File: src/rtl/multicycle_control_unit.sv
// multicycle_control_unit
//   Multi-cycle sequencer for the RV32I shared datapath (one memory port,
//   one ALU, register file, immediate generator). Walks each instruction
//   through FETCH/DECODE/EXEC/MEM/WB and handshakes with the memory port.
//
// Ports
//   clk, rst_n        clock (rising edge), asynchronous active-low reset
//   instr[31:0]       instruction register contents (valid from DECODE)
//   branch_taken      ALU comparison result, valid in EXEC
//   mem_ready         memory completes the current request this cycle
//   mem_req/mem_we    memory request / store
//   mem_addr_sel      0 = PC, 1 = ALU result
//   ir_write          load IR (and latch old PC)
//   pc_write/pc_src   PC update / 0 = PC+4, 1 = PC+imm
//   reg_write/wb_sel  register write enable / 00 ALU, 01 mem, 10 PC+4
//   alu_src_b/alu_op  0 = rs2, 1 = imm / 00 add, 01 compare, 10 funct decode
//   instr_retired     one-cycle pulse per completed instruction
//   illegal           sticky: unsupported opcode
//   bus_error         sticky: memory timeout
//   state[2:0]        current state (debug)

module multicycle_control_unit #(
  parameter int WAIT_LIMIT = 255
) (
  input  logic        clk,
  input  logic        rst_n,
  input  logic [31:0] instr,
  input  logic        branch_taken,
  input  logic        mem_ready,
  output logic        mem_req,
  output logic        mem_we,
  output logic        mem_addr_sel,
  output logic        ir_write,
  output logic        pc_write,
  output logic        pc_src,
  output logic        reg_write,
  output logic [1:0]  wb_sel,
  output logic        alu_src_b,
  output logic [1:0]  alu_op,
  output logic        instr_retired,
  output logic        illegal,
  output logic        bus_error,
  output logic [2:0]  state
);

  localparam int CW = $clog2(WAIT_LIMIT + 1);
  // Last cycle a request may stay unanswered; the miss on this count times out.
  localparam logic [CW-1:0] WAIT_LAST = CW'(WAIT_LIMIT - 1);

  typedef enum logic [2:0] {
    S_FETCH  = 3'd0,
    S_DECODE = 3'd1,
    S_EXEC   = 3'd2,
    S_MEM    = 3'd3,
    S_WB     = 3'd4,
    S_HALT   = 3'd5
  } state_e;

  localparam logic [6:0] OP_R     = 7'b0110011;
  localparam logic [6:0] OP_I     = 7'b0010011;
  localparam logic [6:0] OP_LOAD  = 7'b0000011;
  localparam logic [6:0] OP_STORE = 7'b0100011;
  localparam logic [6:0] OP_BR    = 7'b1100011;
  localparam logic [6:0] OP_JAL   = 7'b1101111;

  function automatic logic is_supported(input logic [6:0] op);
    case (op)
      OP_R, OP_I, OP_LOAD, OP_STORE, OP_BR, OP_JAL: is_supported = 1'b1;
      default:                                      is_supported = 1'b0;
    endcase
  endfunction

  // Kept as plain bits so the unused codes 6 and 7 remain representable.
  logic [2:0]    state_q, state_d;
  logic [CW-1:0] wait_q, wait_d;
  logic          illegal_q, bus_error_q;

  logic [6:0] opcode_s;
  logic       rd_zero_s;
  logic       set_illegal_s, timeout_s;
  logic       mem_req_s, mem_we_s, mem_addr_sel_s, ir_write_s;
  logic       pc_write_s, pc_src_s, reg_write_raw_s, alu_src_b_s, retired_s;
  logic [1:0] wb_sel_s, alu_op_s;
  logic       instr_unused_s;

  assign opcode_s       = instr[6:0];
  assign rd_zero_s      = (instr[11:7] == 5'd0);
  assign instr_unused_s = ^instr[31:12];

  // Next-state and strobe decode for the current state.
  always_comb begin
    state_d         = state_q;
    set_illegal_s   = 1'b0;
    timeout_s       = 1'b0;
    mem_req_s       = 1'b0;
    mem_we_s        = 1'b0;
    mem_addr_sel_s  = 1'b0;
    ir_write_s      = 1'b0;
    pc_write_s      = 1'b0;
    pc_src_s        = 1'b0;
    reg_write_raw_s = 1'b0;
    wb_sel_s        = 2'b00;
    alu_src_b_s     = 1'b0;
    alu_op_s        = 2'b00;
    retired_s       = 1'b0;
    case (state_q)
      S_FETCH: begin
        mem_req_s = 1'b1;
        if (mem_ready) begin
          ir_write_s = 1'b1;
          state_d    = S_DECODE;
        end else if (wait_q == WAIT_LAST) begin
          timeout_s = 1'b1;
          state_d   = S_HALT;
        end else begin
          state_d = S_FETCH;
        end
      end
      S_DECODE: begin
        if (is_supported(opcode_s)) begin
          state_d = S_EXEC;
        end else begin
          set_illegal_s = 1'b1;
          state_d       = S_HALT;
        end
      end
      S_EXEC: begin
        case (opcode_s)
          OP_R: begin
            alu_op_s = 2'b10;
            state_d  = S_WB;
          end
          OP_I: begin
            alu_op_s    = 2'b10;
            alu_src_b_s = 1'b1;
            state_d     = S_WB;
          end
          OP_LOAD, OP_STORE: begin
            alu_src_b_s = 1'b1;
            state_d     = S_MEM;
          end
          OP_BR: begin
            alu_op_s   = 2'b01;
            pc_write_s = 1'b1;
            pc_src_s   = branch_taken;
            retired_s  = 1'b1;
            state_d    = S_FETCH;
          end
          OP_JAL: begin
            // Link value comes from the PC latched alongside the IR.
            reg_write_raw_s = 1'b1;
            wb_sel_s        = 2'b10;
            pc_write_s      = 1'b1;
            pc_src_s        = 1'b1;
            retired_s       = 1'b1;
            state_d         = S_FETCH;
          end
          default: begin
            // IR changed under us after DECODE: treat as illegal.
            set_illegal_s = 1'b1;
            state_d       = S_HALT;
          end
        endcase
      end
      S_MEM: begin
        mem_req_s      = 1'b1;
        mem_addr_sel_s = 1'b1;
        mem_we_s       = (opcode_s == OP_STORE);
        if (mem_ready) begin
          if (opcode_s == OP_STORE) begin
            pc_write_s = 1'b1;
            retired_s  = 1'b1;
            state_d    = S_FETCH;
          end else if (opcode_s == OP_LOAD) begin
            state_d = S_WB;
          end else begin
            set_illegal_s = 1'b1;
            state_d       = S_HALT;
          end
        end else if (wait_q == WAIT_LAST) begin
          timeout_s = 1'b1;
          state_d   = S_HALT;
        end else begin
          state_d = S_MEM;
        end
      end
      S_WB: begin
        reg_write_raw_s = 1'b1;
        wb_sel_s        = (opcode_s == OP_LOAD) ? 2'b01 : 2'b00;
        pc_write_s      = 1'b1;
        retired_s       = 1'b1;
        state_d         = S_FETCH;
      end
      S_HALT: begin
        state_d = S_HALT;
      end
      default: begin
        state_d = S_HALT;
      end
    endcase
  end

  // Wait counter: clears on any state change or completion, counts missed requests.
  always_comb begin
    if ((state_d != state_q) || mem_ready) begin
      wait_d = '0;
    end else if ((state_q == S_FETCH) || (state_q == S_MEM)) begin
      wait_d = wait_q + CW'(1);
    end else begin
      wait_d = wait_q;
    end
  end

  // State, wait counter and sticky error flags.
  always_ff @(posedge clk or negedge rst_n) begin
    if (!rst_n) begin
      state_q     <= S_FETCH;
      wait_q      <= '0;
      illegal_q   <= 1'b0;
      bus_error_q <= 1'b0;
    end else begin
      state_q <= state_d;
      wait_q  <= wait_d;
      if (set_illegal_s) begin
        illegal_q <= 1'b1;
      end
      if (timeout_s) begin
        bus_error_q <= 1'b1;
      end
    end
  end

  // Strobes are qualified by rst_n so an in-flight request drops the moment
  // reset asserts instead of presenting a FETCH request during reset.
  assign mem_req       = mem_req_s & rst_n;
  assign mem_we        = mem_we_s & rst_n;
  assign mem_addr_sel  = mem_addr_sel_s & rst_n;
  assign ir_write      = ir_write_s & rst_n;
  assign pc_write      = pc_write_s & rst_n;
  assign pc_src        = pc_src_s & rst_n;
  assign reg_write     = reg_write_raw_s & ~rd_zero_s & rst_n;
  assign wb_sel        = wb_sel_s & {2{rst_n}};
  assign alu_src_b     = alu_src_b_s & rst_n;
  assign alu_op        = alu_op_s & {2{rst_n}};
  assign instr_retired = retired_s & rst_n;
  assign illegal       = illegal_q;
  assign bus_error     = bus_error_q;
  assign state         = state_q;

endmodule

File: config.mk
export PLATFORM = sky130hd
export DESIGN_NAME = multicycle_control_unit
export DESIGN_NICKNAME = d
export VERILOG_FILES = /design/src/rtl/multicycle_control_unit.sv
export SDC_FILE = /design/constraint.sdc
export NUM_CORES = 1
export LEC_CHECK = 0
export BUFFER_PORTS_ARGS = -buffer_cell sky130_fd_sc_hd__buf_2
export CORE_AREA = 2 2 58 60
export DETAILED_ROUTE_END_ITERATION = 8
export DIE_AREA = 0 0 60 62
export GPL_ROUTABILITY_DRIVEN = 0
export HOLD_SLACK_MARGIN = 0.08
export PLACE_DENSITY_LB_ADDON = 0.08
export SETUP_SLACK_MARGIN = 0.05
export SYNTH_ARGS = -nofsm -noshare
export SYNTH_HDL_FRONTEND = slang
export SYNTH_SLANG_ARGS = --single-unit
File: constraint.sdc
create_clock -name clk -period 4.6 [get_ports clk]
set_input_delay 0.46 -clock clk [delete_from_list [all_inputs] [get_ports clk]]
set_output_delay 0.46 -clock clk [all_outputs]
set_load 0.02 [all_outputs]
* Yosys cells after proc, flatten, opt, wreduce, memory -nomap -nowiden
Cells that the tools add are included.
Cells by class: mux-type cells 42, shift operators 0, div/mod/pow operators 0, reduce and logical (&&, ||, !) cells 11, bitwise operators 12, $mul 0, order comparisons 0, add/subtract/negate cells 1, equal/unequal tests 12
Operators by type and width (count):
- 1-bit 2-to-1 mux | 24
- 3-bit 2-to-1 mux | 6
- 8-bit 2-to-1 mux | 2
- 3-bit case mux with 5 select lines | 1
- 7-bit by 6-bit == test with 1-bit output, second input constant | 2
- 7-bit == test, second input constant | 2
- 1-bit bitwise AND | 9
- 3-bit case mux with 3 select lines | 1
- 8-bit by 1-bit adder with 8-bit output, second input constant | 1
- 8-bit == test, second input constant | 1
- 2-bit case mux with 2 select lines | 2
- 2-bit OR reduction | 4
- 7-bit by 2-bit == test with 1-bit output, second input constant | 1
- 7-bit by 5-bit == test with 1-bit output, second input constant | 1
- 3-bit by 2-bit == test with 1-bit output, second input constant | 2
- 1-bit case mux with 3 select lines | 2
- 6-bit OR reduction | 1
- 5-bit zero test | 1
- 2-bit bitwise AND | 2
- 2-bit 2-to-1 mux | 2
- 1-bit case mux with 2 select lines | 2
- 3-bit by 1-bit == test with 1-bit output, second input constant | 1
- 3-bit == test, second input constant | 1
- 3-bit zero test | 1
- other kinds (5) | 6
Word-level totals: output and inout bits 18, ROM bits 0, memories kept 0, flip-flop bits (word level) 13, bits in writable memories 0, input port bits 36, logic and storage cells 82, latch bits 0

* Logic depth before layout (Yosys ltp)
word-level depth 9, depth in mapped cells 7, mapped depth without buffers 7

* Worst setup path before layout
No wires, ideal clock.
path type input to output, start point in instr[3], end point out alu_src_b, data required time 4.140 ns, path buffers 1, arrival 2.287 ns, stages on the path 5, setup slack 1.853 ns, cells stage by stage or2_1 > buf_6 > nor3_1 > nand2_1 > a2111oi_0
Between the ends: word-level cells in the longest chain between the ends 5, elaborated cells between the ends (all ways) 7, classes of those cells eq/ne (3); mux (2); bitwise (1); reduce/logical (1)
RTL lines:
- start, declared | line 27 | input logic [31:0] instr,
- 7-bit by 6-bit == test with 1-bit output, or another cell as far along | line 128 | case (opcode_s)
- 3-bit OR reduction (no line) *
- 1-bit 2-to-1 mux * | line 128
- 1-bit 2-to-1 mux * | line 106 | case (state_q)
- 1-bit bitwise AND * | line 243 | assign alu_src_b = alu_src_b_s & rst_n;
- end, declared | line 38 | output logic alu_src_b,
Mark *: on every way between the ends. The rest lies on a longest branch, timed or not.

* Worst setup path in the final report
start point reg state_q[2] (netlist: state[2]), end point out reg_write
Between the ends: word-level cells in the longest chain between the ends 4, elaborated cells between the ends (all ways) 5, classes of those cells eq/ne (2); mux (1); bitwise (2)
RTL lines:
- start, declared | line 74 | logic [2:0] state_q, state_d;
- start signal, assigned | line 222 | state_q <= state_d;
- 3-bit == test / 3-bit by 2-bit == test with 1-bit output (equally long branches) | line 106
- 1-bit case mux with 2 select lines * | line 106
- 1-bit bitwise AND * (2 in series) | line 241 | assign reg_write = reg_write_raw_s & ~rd_zero_s & rst_n;
- end, declared | line 36 | output logic reg_write,
Marked as above.

==> summary.txt <==
outcome: completed
H-tree Lvls: 1
Required @ worst endpoint: 4.14 ns
critical path's top delay family: simple AND/OR/NAND/NOR gates
number of cells on the critical path: 5
Hold Worst Slack: 0.104 ns
most used flip-flop cell after synthesis: dfrtp_1
layout cell share with drive strength beyond 1: 29.0%
# fillers: 347
Clk Latency, worst-skew pair: 0.28 ns
CTS tree: done
fin area: 0.00126 mm2
largest net degree at the start of global routing: 22
Syn Nets: 162
synth unique cells: 50
num ports: 54
Final Hold Fails: 0
post-layout util: 39.7%
Lkg Pwr: 0.528 nW
r2r endpoint: wait_q[1]
WL/cell: 12.9 um
Initial Utilization: 33.0%
CP Data Arrival Time: 2.14 ns
CP max stage cell: dfrtp_1
iteration-0 DRC count of the detailed router: 35
Final period util: 56.5%
worst hold-check path type: in -> async
Area growth syn-to-layout: 20.5%
Slew Limit Fails: 0
post-synthesis register bit count: 13
DR DRC count: 0
final WL: 2.59 mm
Synth Area per Inst: 8.46 um2
CP Capture Type: output pin
combinational power share: 34.7%
register area share after synthesis: 31.0%
Max FO, Critical Path: 18
max cap viols: 0
vias in the first global route: 920
gr usage total: 15.0%
Post-DP HPWL: 2.00 mm
Max stage delay on crit path: 0.59 ns
antenna cell count: 0
pwr/cell area: 274 mW/mm2
clock group share of total power: 20.9%
Startpoint Class: flip-flop
WS Path Type: reg -> out
Peak Freq: 385 MHz
Buf/Inv on CP: 1
Mapped Cells: 124
die height: 62 um
total net switching power: 0.143 mW
Core Rows: 21
mean number of vias per cell: 5.12
placed instance area: 0.00124 mm2
nets: 194
Final min period: 2.60 ns
post-route ant nets: 0
Worst-path clk slew: 0.09 ns
Worst-Margin Slew: 0.590 ns
Worst slew margin: 60.6%
Die X: 60 um
asr flop ratio synth: 100%
hold buffer count at cts: 0
CP cell instances: nand2b_1 > nor4_1 > a21oi_1 > nor4b_1 > buf_2
clk root buf: clkbuf_4
initial antenna violation count: 0
RSZ-0062 raised after global routing: false
total gr overflow: 0
reg2reg start: state[0]
post-cts gate resize count: 0
Clock Sinks: 13
Post-CTS Setup Inserts: 0
input/output buffers: 33
clock buffer depth: 2
die area: 0.00372 mm2
TritonRoute pass-1 iters: 4
Mapped Area: 0.00105 mm2
cell-internal power: 0.203 mW
number of synthesized flops with an enable pin: 0
first-pass GRT wire length: 4.22 mm
CTS buffer count: 3
Worst R2R Path Depth: 4
Tot Pwr: 0.346 mW
Worst R2R Setup Slack: 2.61 ns
Switching Share: 41.2%
Vias: 1030
part of the power in registers: 44.4%
total core area: 0.00318 mm2
final setup TNS: 0 ns
clk_skew: 0.00738 ns
Peak supply drop: 0.0707 mV
Final setup viols: 0
synth warn: 0
[cell usage after synthesis (2+ instances only)]
master    count  share of area [%]
nand3_1       4                1.9
dfrtp_1      13                 31
and3_1        3                1.8
xor2_1        2                1.7
nand2_1      12                4.3
xnor2_1       6                5.0
o22ai_1       2                1.2
ha_1          2                2.4
nand2b_1      2                1.2
or3_1         2                1.2
nor4_1        2                1.2
nor3_1       11                5.3
inv_1         3                1.1
o21a_1        2                1.4
o21ai_0       2               0.95
nor2_1       14                5.0
clkbuf_1      4                1.4
a21oi_1       6                2.9
[worst max-delay path by stage]
stage	startpoint	end	slack [ns]
6_report	state[2]	reg_write	2.00
5_1_grt	state[2]	reg_write	1.80
4_1_cts	state[2]	reg_write	1.95
3_5_place_dp	instr[3]	alu_src_b	2.19
3_3_place_gp	instr[3]	alu_src_b	2.21
2_1_floorplan	instr[3]	alu_src_b	1.85
[cell families (layout without fill, tap and decap cells)]
kind of cell / Yosys count / after routing / share of synthesized area, %
buffers and inverters: 9 / 40 / 4.30
AOI/OAI and AO/OA: 26 / 26 / 21.1
DFF: 13 / 13 / 31.0
and+or+nand+nor: 66 / 66 / 34.5
adders and majority gates: 2 / 2 / 2.39
xor gates and xnor gates: 8 / 8 / 6.68
[cell usage in the layout, fill, tap and decap left out, drive strengths merged, types with 2 or more instances in the layout]
cell and n:
or2 2, clkbuf 4, buf 33, dfrtp 13
nor4 3, nand2 12, nor2 14, o21a 2
xnor2 6, and3b 2, nand3 4, a21oi 6
inv 3, a2111oi 2, ha 2, and3 3
nor3 12, nand2b 2, o22ai 2, or4 2
o21ai 3, or3 2, xor2 2
[area by class of cell]
class	count	area, um2	share of cell area, %
inverter	3	11.3	0.891
clock buffer	4	26.3	2.08
timing repair buffer	33	165	13.1
tap	46	57.6	4.55
sequential	13	325	25.7
multi-input combinational	102	678	53.7
[power groups by stage]
| stage | combinational [mW] | sequential [mW] | clock, mW |
|---|---|---|---|
| final | 0.120 | 0.154 | 0.0725 |
| after global routing | 0.133 | 0.157 | 0.0822 |
| after CTS | 0.122 | 0.154 | 0.0762 |
| after detailed placement | 0.121 | 0.156 | 0 |
| after global placement | 0.122 | 0.156 | 0 |
| after floorplan | 0.101 | 0.141 | 0 |
[flip-flops by register name (all words and copies together) (netlist names)]
register	count
state	3
bus_error	1
wait_q	8
illegal	1
[layer usage]
layer	up-vias	GRT usage [%]	routed length (um)	part of all wire, %
li1	523	-	-	-
met1	477	19.8	1210	47
met2	26	25.5	1260	48
met3	4	1.45	84	3.2
met4	0	5.71	38	1.5
met5	-	0	0	0
[per-stage QoR]
step	setup slack (ns)	std cells
6_report	2.00	201
3_3_place_gp	2.21	197
5_1_grt	1.80	201
4_1_cts	1.95	201
3_5_place_dp	2.19	197
2_1_floorplan	1.85	124
Power figures use the tool's default switching activity.
